## src/rtl/event_ingress_fifo.sv

```systemverilog
// Ingress buffer for raw sensor events: filters out-of-range or time-reversed events,
// packs them into 72-bit words and hands them to the graph core through a FWFT FIFO.
module event_ingress_fifo #(
  parameter int unsigned FIFO_WIDTH = 72,
  parameter int unsigned DEPTH      = 16,
  parameter int unsigned X_MAX      = 239,
  parameter int unsigned Y_MAX      = 179
) (
  input  logic                  clk,
  input  logic                  rstn,
  input  logic                  in_valid,
  output logic                  in_ready,
  input  logic [15:0]           in_x,
  input  logic [15:0]           in_y,
  input  logic [31:0]           in_ts,
  input  logic                  in_pol,
  input  logic                  stream_end,
  input  logic                  restart,
  output logic                  data_valid,
  output logic [FIFO_WIDTH-1:0] new_event,
  input  logic                  module_ready,
  output logic                  stream_done,
  output logic [15:0]           drop_cnt,
  output logic [31:0]           evt_cnt
);

  localparam int unsigned AW      = $clog2(DEPTH);
  localparam logic [15:0] X_LIM   = 16'(X_MAX);
  localparam logic [15:0] Y_LIM   = 16'(Y_MAX);
  localparam logic [AW:0] PTR_ONE = (AW+1)'(1);

  typedef enum logic [1:0] {S_RUN, S_DRAIN, S_DONE} state_e;

  state_e                  state_q, state_d;
  logic [AW:0]             wr_ptr_q, wr_ptr_d, rd_ptr_q, rd_ptr_d;
  logic                    in_ready_q, in_ready_d;
  logic [15:0]             drop_cnt_q, drop_cnt_d;
  logic [31:0]             evt_cnt_q, evt_cnt_d;
  logic [31:0]             last_ts_q, last_ts_d;
  logic [FIFO_WIDTH-1:0]   mem_q [DEPTH];
  logic [FIFO_WIDTH-1:0]   wr_word;
  logic                    empty, full, empty_d, full_d;
  logic                    push_acc, bad_evt, wr_en, rd_en;

  function automatic logic [15:0] sat_inc16(input logic [15:0] v);
    return (v == 16'hFFFF) ? v : v + 16'd1;
  endfunction

  function automatic logic ptr_full(input logic [AW:0] wp, input logic [AW:0] rp);
    return (wp[AW] != rp[AW]) && (wp[AW-1:0] == rp[AW-1:0]);
  endfunction

  always_comb begin
    empty    = (wr_ptr_q == rd_ptr_q);
    full     = ptr_full(wr_ptr_q, rd_ptr_q);
    wr_word  = {in_ts, in_x, in_y, 7'b0, in_pol};
    // in_ready_q already implies RUN and not full, so no extra qualification here
    push_acc = in_valid & in_ready_q;
    bad_evt  = (in_x > X_LIM) | (in_y > Y_LIM) | (in_ts < last_ts_q);
    wr_en    = push_acc & ~bad_evt;
    rd_en    = ~empty & module_ready;
    wr_ptr_d = wr_en ? wr_ptr_q + PTR_ONE : wr_ptr_q;
    rd_ptr_d = rd_en ? rd_ptr_q + PTR_ONE : rd_ptr_q;
    empty_d  = (wr_ptr_d == rd_ptr_d);
    full_d   = ptr_full(wr_ptr_d, rd_ptr_d);
  end

  always_comb begin
    state_d = state_q;
    case (state_q)
      S_RUN:   if (stream_end) state_d = S_DRAIN;
      // Looking at the post-update occupancy lets DONE coincide with the FIFO going empty
      S_DRAIN: if (empty_d)    state_d = S_DONE;
      S_DONE:  if (restart)    state_d = S_RUN;
      default:                 state_d = S_RUN;
    endcase
  end

  always_comb begin
    last_ts_d  = last_ts_q;
    drop_cnt_d = drop_cnt_q;
    evt_cnt_d  = evt_cnt_q;
    if (wr_en)               last_ts_d  = in_ts;
    if (push_acc && bad_evt) drop_cnt_d = sat_inc16(drop_cnt_q);
    if (rd_en)               evt_cnt_d  = evt_cnt_q + 32'd1;
    if (state_q == S_DONE && restart) begin
      last_ts_d  = '0;
      drop_cnt_d = '0;
      evt_cnt_d  = '0;
    end
    in_ready_d = (state_d == S_RUN) && !full_d;
  end

  always_ff @(posedge clk or negedge rstn) begin
    if (!rstn) begin
      state_q    <= S_RUN;
      wr_ptr_q   <= '0;
      rd_ptr_q   <= '0;
      in_ready_q <= 1'b0;
      drop_cnt_q <= '0;
      evt_cnt_q  <= '0;
      last_ts_q  <= '0;
    end else begin
      state_q    <= state_d;
      wr_ptr_q   <= wr_ptr_d;
      rd_ptr_q   <= rd_ptr_d;
      in_ready_q <= in_ready_d;
      drop_cnt_q <= drop_cnt_d;
      evt_cnt_q  <= evt_cnt_d;
      last_ts_q  <= last_ts_d;
    end
  end

  always_ff @(posedge clk) begin
    if (wr_en) mem_q[wr_ptr_q[AW-1:0]] <= wr_word;
  end

  // Head word is forced to zero when empty so the output reads 0 during reset
  always_comb begin
    in_ready    = in_ready_q;
    stream_done = (state_q == S_DONE);
    data_valid  = ~empty;
    new_event   = empty ? '0 : mem_q[rd_ptr_q[AW-1:0]];
    drop_cnt    = drop_cnt_q;
    evt_cnt     = evt_cnt_q;
  end

endmodule
```

## config.mk

```make
export PLATFORM = sky130hd
export DESIGN_NAME = event_ingress_fifo
export DESIGN_NICKNAME = d
export VERILOG_FILES = /design/src/rtl/event_ingress_fifo.sv
export SDC_FILE = /design/constraint.sdc
export NUM_CORES = 1
export LEC_CHECK = 0
export CORE_ASPECT_RATIO = 1.1
export CORE_MARGIN = 8
export CORE_UTILIZATION = 55
export DETAILED_ROUTE_END_ITERATION = 8
export DONT_BUFFER_PORTS = 1
export PLACE_DENSITY = 0.7
export SLEW_MARGIN = 15
export SYNTH_ARGS = -nofsm -noshare
export SYNTH_HDL_FRONTEND = slang
export SYNTH_SLANG_ARGS = --single-unit
export TNS_END_PERCENT = 30
```

## constraint.sdc

```tcl
create_clock -name clk -period 9.39 [get_ports clk]
set_clock_uncertainty 0.2 [all_clocks]
set_input_delay 0 -clock clk [delete_from_list [all_inputs] [get_ports clk]]
set_output_delay 0 -clock clk [all_outputs]
set_load 0.01 [all_outputs]
```

==> impl_metrics.ini, run 1 <==
[clock_tree]
postCtsSetupBuffers = 0
cts_inserted_buffers = 109
cts.htree.levels = 3
insertion_delay_ps = 680
path_clk_slew_ps = 60
cts_root_buffer = clkbuf_16
cts_sinks = 1133
cts_tree = yes
cts_resized = 0
cts_max_path_buffers = 3
cts_hold_buf = 77

[synth]
yosysSeqAreaShare_pct = 74.8
post-synth-top-area-fraction_pct = 69.6
synth-async-reset-ratio_pct = 8.21
ys_warn_count = 0
synth_commonest_cells = edfxtp_1 (1,040), mux4_2 (325), nand2_1 (104), dfrtp_1 (93), and2_1 (76)
synth.ff_latch_count = 1133
synth_area_leaders = edfxtp_1 (70%), mux4_2 (16%), dfrtp_1 (5.2%), and2_1 (1.1%), ha_1 (1.1%)
synth_edf_count = 1040
syn_avg_cell_area_um2 = 21.0
synth_cell_types = 62
ys_dominant_reg_cell = edfxtp_1
yosysTopAreaCell = edfxtp_1
netlist_area_um2 = 44900
synth_most_common_cell = edfxtp_1
netlist_instances = 2136

[timing]
finalCritPeriodShare_pct = 51.4
report.final.slew_viol_count = 0
setup_tns_ps = 0
fmax_mhz = 207
hold_violations = 0
setup_viol = 0
rsz0062_at_grt = false
slew-limit-headroom_pct = 20.8
worst_pin_slew_ps = 1190
min_period_ps = 4830
layout_setup_ws_ps = 4560

[grt]
grt_max_degree = 156
grt-ovfl-total = 0
antenna_found_initial = 2
grt_pass1_wl_um = 149000
grtUsageTotal_pct = 22.3
grt_pass1_vias = 22345

[pwr]
internal-power_w = 0.00959
p_clk_share_pct = 31.6
pwr-share-seq_pct = 43.7
combPwrFrac_pct = 24.6
power.leakage_nw = 16.2
p_per_area_nw_per_um2 = 263
p_total_w = 0.0132
p_sw_share_pct = 27.6
peakVddDrop_v = 0.000203
netSwitchingPower_w = 0.00365

[layout]
fillerInstances = 5530
nNetsFinal = 2361
final_util_pct = 61.8
areaGrowthSynthToFinish_pct = 12.1
layout-drive-gt1-share_pct = 23.5

[critical_path]
crit_slowest_cell = buf_4
worst_ep_arrival_time_ps = 4630
slowest_delay_ps = 1060
critPathRequiredTime_ps = 9190
critPathTopFamily = buffers and inverters
path_class = flop to primary output
cp_num_buf_inv = 2
crit_chain = buf_12 > buf_4 > mux4_2 > mux4_2 > and2_1
critPathLaunchType = flop
crit_fanout = 155
crit_path_frequent_cell = mux4_2
cp-end-kind = primary output

[drt]
routed_wl_um = 101000
drt-initial-drc-count = 2220
dr.pass1.iters = 5
ant_nets = 0
viasPerCell = 6.28
drc = 0
routed-via-count = 21405
wl_per_cell_um = 29.5

[floorplanning]
die_width_um = 288
start_util_pct = 55.1
num_rows = 110
core_um2 = 81300
dieArea_um2 = 91000
chipHeight_um = 316
ios = 194

[job]
cap_violations = 0

[placement]
hpwl_um = 52000
place_ws_ps = 4940
port_buffers = 0
gp_congestion = 0.785

[min_path]
worstHoldPathType = input port to flop

[run_status]
status = finished, final reports clean
area by class of cell:
type / instances / area, um2 / share of cell area [%]
clock inverter: 62 / 467 / 0.928
inverter: 39 / 146 / 0.291
multi-input combinational: 862 / 10700 / 21.4
timing repair buffer: 107 / 1060 / 2.10
tap: 1064 / 1330 / 2.65
clock buffer: 139 / 2960 / 5.89
sequential: 1133 / 33600 / 66.8
antenna: 4 / 10.0 / 0.0199
sequential cells by signal, summed over array words and instances (netlist names):
signal	flops
state_q	2
evt_cnt	32
rd_ptr_q	5
wr_ptr_q	5
mem_q	1040
drop_cnt	16
in_ready	1
last_ts_q	32
metrics by stage:
stage	hold slack, ps	area, um2	cells
2_1_floorplan	-496	44900	2142
3_3_place_gp	-489	46000	3128
3_5_place_dp	-490	46000	3128
4_1_cts	34.8	50300	3406
5_1_grt	105	50300	3407
6_report	74.9	50300	3410
layer usage:
metal  vias up  track usage [%]  part of all wire, %
met5         -                0                    0
met4         0             5.69                  1.8
met3       118             4.35                  7.9
met2       857             37.2                   51
met1     11471             30.3                   39
li1       8959                -                    -
worst paths after layout:
path                                      startpoint                        end  slack [ps]  depth (start not counted)
max                            rd_ptr_q[1]$_DFF_PN0_              new_event[71]        4560                          5
min                                        in_ts[19]   drop_cnt[14]$_DFFE_PN0P_          70                          8
max reg2reg                last_ts_q[27]$_DFFE_PN0P_      mem_q[4][6]$_DFFE_PP_        4930                         10
min reg2reg                last_ts_q[25]$_DFFE_PN0P_  last_ts_q[25]$_DFFE_PN0P_         320                          2
max in group asynchronous                       rstn   last_ts_q[3]$_DFFE_PN0P_        8230                          4
min in group asynchronous                       rstn  last_ts_q[16]$_DFFE_PN0P_         400                          4
worst reg2reg max path, delay by kind of cell, from the launching register on:
family,cells,cell delay (ps)
buf+inv,2,850
fa+ha+maj,1,310
compound gates,1,210
simple gates,6,2110
flops,1,340
logic make-up (layout without fill, tap and decap cells):
| kind of cell | Yosys count | in the layout | share of synthesized area, % |
|---|---|---|---|
| flops | 1133 | 1133 | 74.8 |
| simple gates | 332 | 332 | 3.79 |
| fa+ha+maj | 38 | 38 | 1.06 |
| other cells | 1 | 11 | 0.00836 |
| compound gates | 101 | 101 | 1.38 |
| xor+xnor | 54 | 54 | 1.09 |
| mux | 330 | 330 | 16.4 |
| buf+inv | 147 | 347 | 1.42 |
cells in the final DEF (no fill, tap or decap), drive strengths merged, types with 47 or more instances in the layout:
cell type,netlist,layout
edfxtp,1040,1040
mux4,325,325
clkbuf,51,139
nand2,105,105
dfrtp,93,93
and2,76,76
dlygate4sd3,0,75
a21oi,58,58
nor2,52,52
clkinv,0,47
power by group through the flow:
| stage | Combinational [W] | Sequential [W] | Clock [W] |
|---|---|---|---|
| after floorplan | 0.00262 | 0.00569 | 0 |
| after global routing | 0.00349 | 0.00581 | 0.00443 |
| final | 0.00326 | 0.00579 | 0.00419 |
| after detailed placement | 0.00322 | 0.00590 | 0 |
| after CTS | 0.00334 | 0.00580 | 0.00426 |
| after global placement | 0.00319 | 0.00590 | 0 |
No activity file was read; power rests on OpenSTA's default activity.
==> run 2, diff against run 1 <==
Clock period 9.39 ns to 4.9 ns, I/O delays scaled along.
==> run 2 against run 1 <==
- flip-flop and latch count did not move
- first-iteration DRC count rose by 2.8%
- utilization rose by 0.34 points
- die area did not move
- count of clock-buffer cells in the layout fell by 7
- worst hold slack got worse by 18 ps
- power rose by 93%
- clock power rose by 94%
- sequential power rose by 88%
==> impl_metrics.ini, run 2 (synthesis gave the netlist of run 1 again) <==
[drt]
wl_per_cell_um = 29.0
dr.pass1.iters = 5
routed_wl_um = 99200
viasPerCell = 6.27
ant_nets = 0
routed-via-count = 21452
drc = 0
drt-initial-drc-count = 2282

[timing]
slew-limit-headroom_pct = 29.8
worst_pin_slew_ps = 1050
min_period_ps = 4110
finalCritPeriodShare_pct = 83.8
hold_violations = 0
fmax_mhz = 243
setup_tns_ps = 0
setup_viol = 0
report.final.slew_viol_count = 0
rsz0062_at_grt = false

[critical_path]
path_class = flop to flop
crit_start = last_ts_q[15]$_DFFE_PN0P_
r2r-start = last_ts_q[15]$_DFFE_PN0P_
crit_chain = inv_1 > ha_1 > nand4_1 > nor3_1 > o2111ai_1 > a31oi_4 > nor2_2 > or2_2 > nor3b_1 > and2_4 > buf_12
cp_num_buf_inv = 2
r2r_cells = 11
critPathLaunchType = flop
worst_ep_arrival_time_ps = 4240
critPathRequiredTime_ps = 5030
crit_cells = 11
crit_slowest_cell = and2_4
cp-end-kind = flop
crit_fanout = 43
critPathTopFamily = simple AND/OR/NAND/NOR gates
slowest_delay_ps = 490

[clock_tree]
cts_inserted_buffers = 108
cts_max_path_buffers = 3
path_clk_slew_ps = 60
postCtsSetupBuffers = 0
cts_root_buffer = clkbuf_16
cts_tree = yes
cts.htree.levels = 3
cts_sinks = 1133
insertion_delay_ps = 680

[grt]
grt_max_degree = 154
grt-ovfl-total = 0
grt_pass1_wl_um = 149000
grtUsageTotal_pct = 22.0
antenna_found_initial = 6
grt_pass1_vias = 22469

[layout]
fillerInstances = 5409
mostFrequentLayoutCell = edfxtp_1
areaGrowthSynthToFinish_pct = 12.7
layout_common_cells = edfxtp_1 (1,040), mux4_2 (325), clkbuf_16 (110), nand2_1 (104), dfrtp_1 (89)
nNetsFinal = 2371
layout-drive-gt1-share_pct = 23.6
largest_reg_flops = 1040
design_area_um2 = 50600

[pwr]
peakVddDrop_v = 0.000436
p_per_area_nw_per_um2 = 506
power.leakage_nw = 16.3

[min_path]
worstHoldPathType = input port to flop
min-delay-start = in_ts[31]
min_path_cells = 7

[floorplanning]
chipHeight_um = 316
core_um2 = 81300
start_util_pct = 55.1
ios = 194
die_width_um = 288
num_rows = 110
dieArea_um2 = 91000

[job]
cap_violations = 0

[placement]
port_buffers = 0
place_area_um2 = 46300
gp_congestion = 0.774
hpwl_um = 55300

[run_status]
status = finished, final reports clean
run 2: changes by cell type in the layout (fill, tap and decap cells not counted), moves of 3 or more:
cell       change
buf_4          -3
buf_12        +14
clkbuf_8       -5
bufinv_16      +5
run 2: repair_timing:
| item | CTS | global route |
|---|---|---|
| hold buffers | 77 | 0 |
| endpoints found under the hold margin | 1431 | 0 |
| resized for setup | 0 | 0 |
run 2: area by class of cell:
cell class	count	area, um2	share of cell area [%]
diodes	6	15.0	0.0297
clock buffers	132	2840	5.61
clock inverters	67	611	1.21
inverters	39	146	0.290
multi-input cells	862	10700	21.2
flip-flops and latches	1133	33600	66.4
well taps	1064	1330	2.63
repair buffers	118	1310	2.60
run 2: final timing paths:
check,slack [ps],to
max,790,mem_q[11][59]$_DFFE_PP_
min,60,drop_cnt[5]$_DFFE_PN0P_
max reg2reg,790,mem_q[11][59]$_DFFE_PP_
min reg2reg,310,rd_ptr_q[4]$_DFF_PN0_
max in group asynchronous,3760,rd_ptr_q[3]$_DFF_PN0_
min in group asynchronous,360,last_ts_q[11]$_DFFE_PN0P_
run 2: power breakdown:
| part | leakage (nW) | switching [W] | internal [W] |
|---|---|---|---|
| Clock | 1.67 | 0.00349 | 0.00464 |
| Sequential | 10.6 | 0.000280 | 0.0106 |
| Combinational | 4.00 | 0.00330 | 0.00323 |
| Total | 16.3 | 0.00707 | 0.0185 |
run 2: metrics by stage:
stage	hold slack [ps]	util, %	total power (W)	setup slack [ps]	cells
after floorplan	-496	-	0.0159	477	2142
after global placement	-489	56.9	0.0175	956	3139
after detailed placement	-490	56.9	0.0176	901	3139
after CTS	29.0	62.1	0.0259	879	3415
after global routing	92.8	62.1	0.0265	474	3418
final	56.7	62.2	0.0256	792	3421
run 2: routing by layer:
metal | GRT usage (%) | up-vias | wire length, um
li1 | - | 8974 | -
met1 | 30.3 | 11513 | 39100
met2 | 36.1 | 832 | 49900
met3 | 4.76 | 131 | 8010
met4 | 5.96 | 2 | 2090
met5 | 0 | - | 12
run 2: worst register-to-register path, delay by kind of cell (launching register included):
family / cells / cell delay, ps
compound gates: 2 / 650
flops: 1 / 340
buf+inv: 2 / 360
fa+ha+maj: 1 / 320
simple gates: 6 / 1830
==> run 3, diff against run 2 <==
Clock period 4.9 ns to 4 ns, I/O delays scaled along.
==> run 3 against run 2 <==
- first-iteration DRC count fell by 3.4%
- flip-flop and latch count did not move
- non-clock buffer count increased by 15
- final area grew 0.84%
- worst hold slack gained 1.1 ps
==> impl_metrics.ini, run 3 (synthesis gave the netlist of run 1 again) <==
[clock_tree]
cts_sinks = 1133
cts_root_buffer = clkbuf_16
cts_tree = yes
postCtsSetupBuffers = 0
cts_max_path_buffers = 3
cts.htree.levels = 3
insertion_delay_ps = 670
path_clk_slew_ps = 60
cts_inserted_buffers = 108

[grt]
grt_max_degree = 147
grt_pass1_wl_um = 148000
grt-ovfl-total = 0
antenna_found_initial = 7
grt_pass1_vias = 22457
grtUsageTotal_pct = 22.0

[floorplanning]
dieArea_um2 = 91000
core_um2 = 81300
num_rows = 110
start_util_pct = 55.1
die_width_um = 288
chipHeight_um = 316
ios = 194

[critical_path]
crit_fanout = 146
cp-end-kind = primary output
worst_ep_arrival_time_ps = 3570
path_class = flop to primary output
critPathLaunchType = flop
critPathRequiredTime_ps = 3800
reg2reg_slack_ps = 270

[drt]
viasPerCell = 6.25
routed_wl_um = 98900
drt-initial-drc-count = 2205
dr.pass1.iters = 7
routed-via-count = 21455
ant_nets = 0
drc = 0
wl_per_cell_um = 28.8

[pwr]
internal-power_w = 0.0229
pwr-share-seq_pct = 42.2
netSwitchingPower_w = 0.00870
p_sw_share_pct = 27.5
power.leakage_nw = 16.5
p_per_area_nw_per_um2 = 620
peakVddDrop_v = 0.000589
combPwrFrac_pct = 25.5
p_clk_share_pct = 32.3

[min_path]
worstHoldPathType = input port to flop

[job]
cap_violations = 0

[timing]
fmax_mhz = 266
report.final.slew_viol_count = 0
worst_pin_slew_ps = 1040
rsz0062_at_grt = false
setup_tns_ps = 0
hold_violations = 0
min_period_ps = 3770
finalCritPeriodShare_pct = 94.1
setup_viol = 0
slew-limit-headroom_pct = 30.4

[layout]
fillerInstances = 5359
layout_common_cells = edfxtp_1 (1,040), mux4_2 (325), clkbuf_16 (110), nand2_1 (104), dfrtp_1 (89)
layout-drive-gt1-share_pct = 24.5
mostFrequentLayoutCell = edfxtp_1
areaGrowthSynthToFinish_pct = 13.7
nNetsFinal = 2386
largest_reg_flops = 1040
design_area_um2 = 51000

[placement]
port_buffers = 0
hpwl_um = 55600
gp_congestion = 0.767
place_area_um2 = 46600

[run_status]
status = finished, final reports clean
## run 3: changes by cell type in the layout (fill, tap and decap cells not counted), moves of 2 or more
cell,change
bufinv_16,+3
clkinv_2,+3
buf_12,+15
clkinv_1,-3
clkinv_4,+2
clkbuf_1,-8
inv_4,+2
diode_2,-2
buf_4,-2
dlygate4sd3_1,+2
## run 3: through the flow
step | power, W | utilization [%] | worst slack [ps] | instances | hold WS, ps
after global routing | 0.0327 | 62.7 | 92.4 | 3433 | 75.4
after floorplan | 0.0195 | - | -356 | 2142 | -496
final | 0.0316 | 62.7 | 235 | 3434 | 57.8
after CTS | 0.0320 | 62.7 | 170 | 3430 | 7.04
after detailed placement | 0.0216 | 57.3 | 248 | 3152 | -490
after global placement | 0.0215 | 57.3 | 344 | 3152 | -488
## run 3: cell type report
cell class | count | area, um2 | share of cell area (%)
repair buffers | 133 | 1620 | 3.18
clock buffers | 125 | 2820 | 5.53
multi-input cells | 862 | 10700 | 21.1
diodes | 4 | 10.0 | 0.0196
flip-flops and latches | 1133 | 33600 | 65.8
clock inverters | 74 | 743 | 1.46
inverters | 39 | 146 | 0.287
well taps | 1064 | 1330 | 2.61
## run 3: critical path, cell delays in order (launching register included)
cell     delay (ps)
dfrtp_4         760
buf_12          650
mux4_2          480
mux4_2          550
and2_1          230
## run 3: layer usage
metal / vias to the layer above / share of wire [%] / GRT usage (%)
li1: 9007 / - / -
met4: 4 / 2.2 / 5.65
met2: 898 / 50 / 36.0
met1: 11417 / 40 / 30.5
met3: 129 / 7.8 / 4.53
met5: - / 0.026 / 0
## run 3: power groups by stage
| stage | sequential (W) | combinational, W | clock [W] |
|---|---|---|---|
| finish | 0.0133 | 0.00805 | 0.0102 |
| detailed placement | 0.0136 | 0.00797 | 0 |
| global route | 0.0134 | 0.00861 | 0.0108 |
| floorplan | 0.0134 | 0.00616 | 0 |
| global placement | 0.0136 | 0.00792 | 0 |
| CTS | 0.0133 | 0.00828 | 0.0104 |
## run 3: repair_timing
item	CTS	global route
resized for setup	0	1
hold endpoints to repair	1476	0
endpoints found under the setup margin	0	21
hold buffers	79	0
## run 3: worst paths after layout
path,from,end,cells after the start
worst max-delay path,rd_ptr_q[1]$_DFF_PN0_,new_event[40],4
worst min-delay path,in_ts[31],drop_cnt[8]$_DFFE_PN0P_,6
worst max register to register,last_ts_q[27]$_DFFE_PN0P_,mem_q[0][1]$_DFFE_PP_,10
worst min register to register,rd_ptr_q[4]$_DFF_PN0_,rd_ptr_q[4]$_DFF_PN0_,1
max in group asynchronous,rstn,last_ts_q[5]$_DFFE_PN0P_,4
min in group asynchronous,rstn,rd_ptr_q[0]$_DFF_PN0_,4
